File: src/rtl/mix_columns_engine_if.sv
// Handshake bundle for mix_columns_engine: input state channel, result channel and status.
// The engine side uses the slave modport; the producer/consumer side uses master.
interface mix_columns_engine_if;
    logic         in_valid;
    logic         in_ready;
    logic         inv;
    logic [127:0] state_in;
    logic         out_valid;
    logic         out_ready;
    logic [127:0] state_out;
    logic         busy;

    modport master (
        output in_valid, inv, state_in, out_ready,
        input  in_ready, out_valid, state_out, busy
    );

    modport slave (
        input  in_valid, inv, state_in, out_ready,
        output in_ready, out_valid, state_out, busy
    );
endinterface

File: src/rtl/mix_columns_engine.sv
// Column-serial AES MixColumns / InvMixColumns engine working in place on a 128-bit state,
// transforming COLS_PER_CYCLE columns per clock between two valid/ready handshakes.
module mix_columns_engine #(
    parameter int COLS_PER_CYCLE = 1
) (
    input logic            clk,
    input logic            rst,
    mix_columns_engine_if.slave bus
);

    localparam int NCOL_STEPS = 4 / COLS_PER_CYCLE;
    localparam logic [1:0] STEP_LAST = 2'(NCOL_STEPS - 1);
    localparam logic [1:0] CPC_W = 2'(COLS_PER_CYCLE);

    generate
        if (COLS_PER_CYCLE != 1 && COLS_PER_CYCLE != 2 && COLS_PER_CYCLE != 4) begin : g_bad_cpc
            $error("mix_columns_engine: COLS_PER_CYCLE must be 1, 2 or 4");
        end
    endgenerate

    typedef enum logic [1:0] {
        IDLE,
        RUN,
        DONE
    } state_t;

    state_t             state_q, state_d;
    logic [3:0][31:0]   work_q, work_d;
    logic [1:0]         step_q, step_d;
    logic               inv_q, inv_d;
    logic               load;
    logic [1:0]         col_sel;

    function automatic logic [7:0] xtime(input logic [7:0] b);
        return {b[6:0], 1'b0} ^ (b[7] ? 8'h1b : 8'h00);
    endfunction

    // p0..p3 are the row-0 multiples (2,3,1,1 or e,b,d,9); other rows use them rotated.
    function automatic logic [31:0] mix_col(input logic [31:0] col, input logic inv_mode);
        logic [3:0][7:0] a, x2, x4, x8, p0, p1, p2, p3, o;
        a = col;
        for (int r = 0; r < 4; r++) begin
            x2[r] = xtime(a[r]);
            x4[r] = xtime(x2[r]);
            x8[r] = xtime(x4[r]);
            if (inv_mode) begin
                p0[r] = x8[r] ^ x4[r] ^ x2[r];
                p1[r] = x8[r] ^ x2[r] ^ a[r];
                p2[r] = x8[r] ^ x4[r] ^ a[r];
                p3[r] = x8[r] ^ a[r];
            end else begin
                p0[r] = x2[r];
                p1[r] = x2[r] ^ a[r];
                p2[r] = a[r];
                p3[r] = a[r];
            end
        end
        o[0] = p0[0] ^ p1[1] ^ p2[2] ^ p3[3];
        o[1] = p3[0] ^ p0[1] ^ p1[2] ^ p2[3];
        o[2] = p2[0] ^ p3[1] ^ p0[2] ^ p1[3];
        o[3] = p1[0] ^ p2[1] ^ p3[2] ^ p0[3];
        return o;
    endfunction

    always_ff @(posedge clk or posedge rst) begin
        if (rst) begin
            state_q <= IDLE;
            work_q  <= '0;
            step_q  <= '0;
            inv_q   <= 1'b0;
        end else begin
            state_q <= state_d;
            work_q  <= work_d;
            step_q  <= step_d;
            inv_q   <= inv_d;
        end
    end

    // A load from DONE overrides the return to IDLE, giving back-to-back transactions.
    always_comb begin
        state_d = state_q;
        work_d  = work_q;
        step_d  = step_q;
        inv_d   = inv_q;
        load    = 1'b0;
        col_sel = '0;
        case (state_q)
            IDLE: begin
                if (bus.in_valid) load = 1'b1;
            end
            RUN: begin
                for (int k = 0; k < COLS_PER_CYCLE; k++) begin
                    col_sel = step_q * CPC_W + 2'(k);
                    work_d[col_sel] = mix_col(work_q[col_sel], inv_q);
                end
                if (step_q == STEP_LAST) state_d = DONE;
                else                     step_d  = step_q + 2'd1;
            end
            DONE: begin
                if (bus.out_ready) begin
                    if (bus.in_valid) load = 1'b1;
                    else              state_d = IDLE;
                end
            end
            default: state_d = IDLE;
        endcase
        if (load) begin
            work_d  = bus.state_in;
            inv_d   = bus.inv;
            step_d  = '0;
            state_d = RUN;
        end
    end

    assign bus.in_ready  = !rst && ((state_q == IDLE) || ((state_q == DONE) && bus.out_ready));
    assign bus.out_valid = (state_q == DONE);
    assign bus.busy      = (state_q != IDLE);
    assign bus.state_out = work_q;

endmodule
File: src/flat_wrapper.sv
// flat-port wrapper written by rule: the top's interface ports become plain ports
module mix_columns_engine_flat 
#(
    parameter int COLS_PER_CYCLE = 1
)
  (clk, rst, bus_in_valid, bus_inv, bus_state_in, bus_out_ready, bus_in_ready, bus_out_valid, bus_state_out, bus_busy);
  mix_columns_engine_if bus_i ();
  input logic clk;
  input logic rst;
  input wire logic [$bits(bus_i.in_valid)-1:0] bus_in_valid;
  input wire logic [$bits(bus_i.inv)-1:0] bus_inv;
  input wire logic [$bits(bus_i.state_in)-1:0] bus_state_in;
  input wire logic [$bits(bus_i.out_ready)-1:0] bus_out_ready;
  output wire logic [$bits(bus_i.in_ready)-1:0] bus_in_ready;
  output wire logic [$bits(bus_i.out_valid)-1:0] bus_out_valid;
  output wire logic [$bits(bus_i.state_out)-1:0] bus_state_out;
  output wire logic [$bits(bus_i.busy)-1:0] bus_busy;
  assign bus_i.in_valid = bus_in_valid;
  assign bus_i.inv = bus_inv;
  assign bus_i.state_in = bus_state_in;
  assign bus_i.out_ready = bus_out_ready;
  assign bus_in_ready = bus_i.in_ready;
  assign bus_out_valid = bus_i.out_valid;
  assign bus_state_out = bus_i.state_out;
  assign bus_busy = bus_i.busy;
  mix_columns_engine #(.COLS_PER_CYCLE(COLS_PER_CYCLE)) u_core (.clk(clk), .rst(rst), .bus(bus_i));
endmodule
File: config.mk
export PLATFORM = sky130hd
export DESIGN_NAME = mix_columns_engine_flat
export DESIGN_NICKNAME = d
export VERILOG_FILES = /design/src/rtl/mix_columns_engine_if.sv /design/src/rtl/mix_columns_engine.sv /design/src/flat_wrapper.sv
export SDC_FILE = /design/constraint.sdc
export NUM_CORES = 1
export LEC_CHECK = 0
export BUFFER_PORTS_ARGS = -buffer_cell sky130_fd_sc_hd__buf_4
export CORE_MARGIN = 4
export CORE_UTILIZATION = 47
export DETAILED_ROUTE_END_ITERATION = 16
export GPL_ROUTABILITY_DRIVEN = 0
export PLACE_DENSITY = 0.88
export REMOVE_ABC_BUFFERS = 1
export SLEW_MARGIN = 20
export SYNTH_ARGS = -nofsm -noshare
export SYNTH_HDL_FRONTEND = slang
export SYNTH_SLANG_ARGS = --single-unit
File: constraint.sdc
create_clock -name clk -period 4.2 [get_ports clk]
set_clock_uncertainty 0.05 [all_clocks]
set_input_delay 0.42 -clock clk [delete_from_list [all_inputs] [get_ports clk]]
set_output_delay 0.42 -clock clk [all_outputs]
set_load 0.01 [all_outputs]
# After elaboration in Yosys (flattened, before gate mapping)

Cells that the tools add are included.

Bits in registers: 133
Bits in latches: 0
RAM bits: 0
Bits in read-only memories: 0
Input bits: 133
Logic and storage cells: 142
Memories kept: 0

Add/subtract/negate cells: 1
$mul: 0
Divide/modulo/power cells: 0
Order comparisons: 2
Eq/ne operators: 8
Shift operators: 0
Multiplexer cells: 62
Bitwise operators: 52
Reduce and logical (&&, ||, !) cells: 10

Operators by type and width:

| kind                  | number |
|---|---|
| $xor A8 B8 Y8         | 52 |
| $mux W128             | 2 |
| $mux W8               | 32 |
| $bwmux W128           | 1 |
| $bmux W32 S2          | 1 |
| $demux W32 S2         | 1 |
| $mux W32              | 2 |
| $mux W5               | 12 |
| $mux W2               | 7 |
| $ne A3 B2 Y1 const B  | 2 |
| $pmux W2 S3           | 1 |
| $eq A2 B2 Y1 const B  | 2 |
| $ne A2 B1 Y1 const B  | 2 |
| $reduce_and A4 Y1     | 1 |
| $reduce_bool A2 Y1    | 2 |
| $logic_and A1 B1 Y1   | 3 |
| $lt A2 B3 Y1 const B  | 1 |
| $ne A3 B1 Y1 const B  | 1 |
| $add A2 B1 Y2 const B | 1 |
| $eq A2 B1 Y1 const B  | 1 |
| $ge A2 B1 Y1 const B  | 1 |
| $logic_not A2 Y1      | 1 |
| $mux W1               | 2 |
| $pmux W1 S2           | 1 |
| other kinds (3)       | 3 |

# Depth between registers and ports, before layout

Depth after elaboration: 18
Depth in mapped cells: 12

# Worst setup path before layout

OpenSTA, ideal clock, no wires.

Path type: register to register
Start: register u_core.step_q[1]
End: register u_core.work_q, in the netlist u_core.bus.state_out[27]
Arrival time: 2673 ps
Data required time: 4019 ps
Setup slack: 1346 ps
Cell stages (with the launch flop): 12
Path buffers: 3
Clock period less this slack: 2854 ps
Cell sequence: dfrtp_1 > buf_6 > buf_12 > mux4_2 > buf_4 > xnor2_1 > xnor3_1 > xnor2_1 > xnor2_1 > nand2_1 > xnor2_1 > o21ai_1

Longest elaborated chain between the ends: 16
Elaborated cells on any way between the ends: 51
Those cells by class: order compare: 2; mux: 25; bitwise: 23; reduce/logical: 1

Ends and longest elaborated chain:

| item                                            | line                                               | text |
|---|---|---|
| from (decl)                                     | mix_columns_engine.sv:29                           | `logic [1:0] step_q, step_d;` |
| from (signal assigned)                          | mix_columns_engine.sv:74                           | `step_q <= step_d;` |
| $bmux W32 S2                                    | mix_columns_engine.sv:94                           | `work_d[col_sel] = mix_col(work_q[col_sel], inv_q);` |
| $mux W32 (implied by the code)                  | mix_columns_engine.sv:94                           |  |
| $mux W5 / $xor A8 B8 Y8 (equally long branches) | mix_columns_engine.sv:35                           | `return {b[6:0], 1'b0} ^ (b[7] ? 8'h1b : 8'h00);` |
| $xor A8 B8 Y8                                   | mix_columns_engine.sv:35                           |  |
| $xor A8 B8 Y8 / $mux W5 (equally long branches) | mix_columns_engine.sv:35                           |  |
| $xor A8 B8 Y8                                   | mix_columns_engine.sv:35                           |  |
| $xor A8 B8 Y8 (on tied branches) (2 in series)  | mix_columns_engine.sv:48, mix_columns_engine.sv:49 |  |
| $mux W8                                         | mix_columns_engine.sv:46                           | `if (inv_mode) begin` |
| $mux W8                                         | mix_columns_engine.sv:87                           | `case (state_q)` |
| $xor A8 B8 Y8 (3 in series)                     | mix_columns_engine.sv:61                           | `o[3] = p1[0] ^ p2[1] ^ p3[2] ^ p0[3];` |
| $bwmux W128 *                                   | mix_columns_engine.sv:94                           |  |
| $mux W128 *                                     | mix_columns_engine.sv:87                           |  |
| $mux W128 *                                     | mix_columns_engine.sv:107                          | `if (load) begin` |
| to (signal assigned)                            | mix_columns_engine.sv:73                           | `work_q <= work_d;` |
| to (decl)                                       | mix_columns_engine.sv:28                           | `logic [3:0][31:0] work_q, work_d;` |

Every way passes the cells marked *; elsewhere a longest branch is shown, timed or not. The select of a mux whose other input is x is not followed.
A chain may end at the register's enable or synchronous reset.

# Final worst setup path

Start: register u_core.step_q[0]
End: register u_core.work_q, in the netlist u_core.bus.state_out[100]

Longest elaborated chain between the ends: 16
Elaborated cells on any way between the ends: 52
Those cells by class: order compare: 2; mux: 26; bitwise: 23; reduce/logical: 1

Ends and longest elaborated chain:

| item                                            | line                                               | text |
|---|---|---|
| $bmux W32 S2                                    | mix_columns_engine.sv:94                           |  |
| $mux W32 (implied by the code)                  | mix_columns_engine.sv:94                           |  |
| $xor A8 B8 Y8                                   | mix_columns_engine.sv:35                           |  |
| $mux W5 / $xor A8 B8 Y8 (equally long branches) | mix_columns_engine.sv:35                           |  |
| $xor A8 B8 Y8 / $mux W5 (equally long branches) | mix_columns_engine.sv:35                           |  |
| $xor A8 B8 Y8                                   | mix_columns_engine.sv:35                           |  |
| $xor A8 B8 Y8 (on tied branches) (2 in series)  | mix_columns_engine.sv:47, mix_columns_engine.sv:48 |  |
| $mux W8                                         | mix_columns_engine.sv:46                           |  |
| $mux W8                                         | mix_columns_engine.sv:87                           |  |
| $xor A8 B8 Y8 (3 in series)                     | mix_columns_engine.sv:58                           | `o[0] = p0[0] ^ p1[1] ^ p2[2] ^ p3[3];` |
| $bwmux W128 *                                   | mix_columns_engine.sv:94                           |  |
| $mux W128 *                                     | mix_columns_engine.sv:87                           |  |
| $mux W128 *                                     | mix_columns_engine.sv:107                          |  |

Marks and branches as above.

==> impl_metrics.env <==
export IMPL_worstSetupStartpointType="flop"
export IMPL_slew_viol_final=0
export IMPL_yosys_top_cells_area="dfrtp_1 40%, xnor2_1 13%, a22oi_1 12%"
export IMPL_grt_pass1_wl_um=41100
export IMPL_post_cts_setup_buffer_count=0
export IMPL_ys_flop_type="dfrtp_1"
export IMPL_drc=0
export IMPL_viasPerCell=5.95
export IMPL_seq_area_mm2=0.00333
export IMPL_io_buffers=263
export IMPL_cts_tree="built"
export IMPL_path_clk_slew_ps=60
export IMPL_detail_route_wl_per_cell_um=22.2
export IMPL_drt_pass1_iterations=6
export IMPL_die_h_um=141
export IMPL_clk_path_buf_depth=2
export IMPL_cp_required_ps=4410
export IMPL_cts_resized_gates=0
export IMPL_crit_start="u_core.step_q[0]"
export IMPL_multi_input_area_mm2=0.00472
export IMPL_reg2reg_depth=8
export IMPL_hpwl_um=19700
export IMPL_num_rows=48
export IMPL_final_layout_size_suffix_gt1_share_pct=38.5
export IMPL_ys_seq_elements=133
export IMPL_rr_startpoint="u_core.step_q[0]"
export IMPL_hold_buffers=0
export IMPL_rsz0062_at_grt="no"
export IMPL_grt_pass1_vias=7528
export IMPL_hold_path_class="input pin to asynchronous set/reset pin"
export IMPL_max_freq_mhz=282
export IMPL_grt_overflow_total=0
export IMPL_synth_cell_types=34
export IMPL_synth_area_leader_cell="dfrtp_1"
export IMPL_initialDrtViolationCount=625
export IMPL_cp_max_fo=21
export IMPL_antenna_found_initial=0
export IMPL_worstMarginPinSlew_ps=1140
export IMPL_antennaDiodeCount=0
export IMPL_syn_cell_area_mm2=0.00832
export IMPL_syn_to_final_growth_pct=32.0
export IMPL_grt_max_degree=100
export IMPL_rrSetupSlack_ps=660
export IMPL_antenna_left=0
export IMPL_hold_viol_final=0
export IMPL_stdcell_count=1205
export IMPL_period_share_pct=84.4
export IMPL_critPathArrivalTime_ps=3760
export IMPL_setup_viol_count_final=0
export IMPL_avgSynthCellArea_um2=11.3
export IMPL_yosys_warnings=0
export IMPL_r2r_end="u_core.bus.state_out[100]"
export IMPL_max_slew_margin_rel_pct=24.0
export IMPL_gr_usage_all_layers_pct=26.5
export IMPL_final_min_clock_period_ps=3540
export IMPL_h_tree_depth=4
export IMPL_yosysTopAreaCellShare_pct=40.0
export IMPL_floorplan_io_pins=264
export IMPL_vias=7173
export IMPL_cts_root_buf="clkbuf_16"
export IMPL_clkSinkCount=133
export IMPL_dpl_cell_count=1175
export IMPL_cts_buffers=17
export IMPL_fillerInstances=1368
export IMPL_synth_edff_count=0
export IMPL_design_die_area_mm2=0.0199
export IMPL_nNetsFinal=1107
export IMPL_routed_wl_um=26700
export IMPL_clock_latency_ps=420
export IMPL_run_status="finished, final reports clean"
export IMPL_syn_inst=733
export IMPL_fp_dieW_um=141
export IMPL_maxCapViolCount=0
export IMPL_core_mm2=0.0173
export IMPL_ys_seq_area_share_pct=40.0
export IMPL_crit_type="flop to flop"
export IMPL_initial_core_util_pct=48.1
export IMPL_ys_async_sr_fraction_pct=100
export IMPL_worst_setup_path_end_kind="flop"
[cells in the mapped netlist (5+ instances only)]
library cell and count:
nand2_1 24, o21ai_1 39, inv_1 5, clkbuf_1 40
a21oi_1 5, xor2_1 37, dfrtp_1 133, a22oi_1 128
xnor2_1 120, o21ai_0 94, xnor2_2 24, mux4_2 32
[cells in the final DEF (no fill, tap or decap), types with 2 or more instances in the layout]
cell	n
ha_1	4
xnor3_1	3
o21ai_1	39
nand3_1	2
a22oi_1	128
clkbuf_16	17
nor2b_1	3
mux4_2	32
dfrtp_2	2
nor3b_1	2
a21oi_4	4
xnor2_1	120
xnor2_4	4
xor2_1	37
inv_1	4
nand2_1	24
xor2_2	4
nor2_1	3
buf_4	273
o21ai_0	94
clkbuf_8	3
clkinv_2	3
dfrtp_1	131
clkbuf_1	4
xnor2_2	24
bufinv_16	2
nand2b_1	3
[flip-flops by register name (all words and copies together), names as in the netlist]
name and cells:
u_core.bus.state_out 128, u_core.state_q 2, u_core.step_q 2, u_core.inv_q 1
[worst max-delay path by stage]
stage / slack, ps / cells past startpoint / to
global placement: 760 / 8 / u_core.bus.state_out[4]
finish: 660 / 8 / u_core.bus.state_out[100]
CTS: 650 / 8 / u_core.bus.state_out[100]
global route: 490 / 8 / u_core.bus.state_out[100]
detailed placement: 710 / 8 / u_core.bus.state_out[100]
floorplan: -530 / 6 / u_core.bus.state_out[31]
[per-stage QoR]
stage	setup TNS, ps	cell area [um^2]	worst slack (ps)	hold WS (ps)	util [%]
6_report	0	11000	657	149	63.5
3_3_place_gp	0	10400	758	467	60.2
2_1_floorplan	-66990	8020	-530	458	-
4_1_cts	0	11000	653	146	63.4
5_1_grt	0	11000	487	177	63.5
3_5_place_dp	0	10400	711	477	60.2
[area by class of cell]
cell class,instances,area share [%]
Sequential cell,133,30.3
Inverter,5,0.217
Clock inverter,5,0.684
Timing Repair Buffer,274,18.8
Clock buffer,24,4.39
Tap cell,225,2.56
Multi-Input combinational cell,539,43.0
[logic make-up after synthesis]
family / synth area share [%]
simple gates: 2.51
fa+ha+maj: 0.602
xor+xnor: 24.4
buf+inv: 3.75
mux: 8.67
flops: 40.0
compound gates: 20.0
[worst max-delay path, cell delays in order (launching register included)]
cell and delay [ps]:
dfrtp_2 750, mux4_2 720, xnor2_2 310, xnor2_2 190, xor2_2 380, xnor2_1 200
nand2_1 150, xnor2_1 470, o21ai_0 150
[layer usage]
layer,global-route usage (%),vias up,wire length (um)
li1,-,3158,-
met1,34.9,3512,10500
met2,43.3,463,13100
met3,7.16,40,2700
met4,7.96,0,421
met5,0,-,0
Power is left out: the tool's default activity adds up to more than one toggle a clock period on the data nets, which glitch-free logic cannot reach.
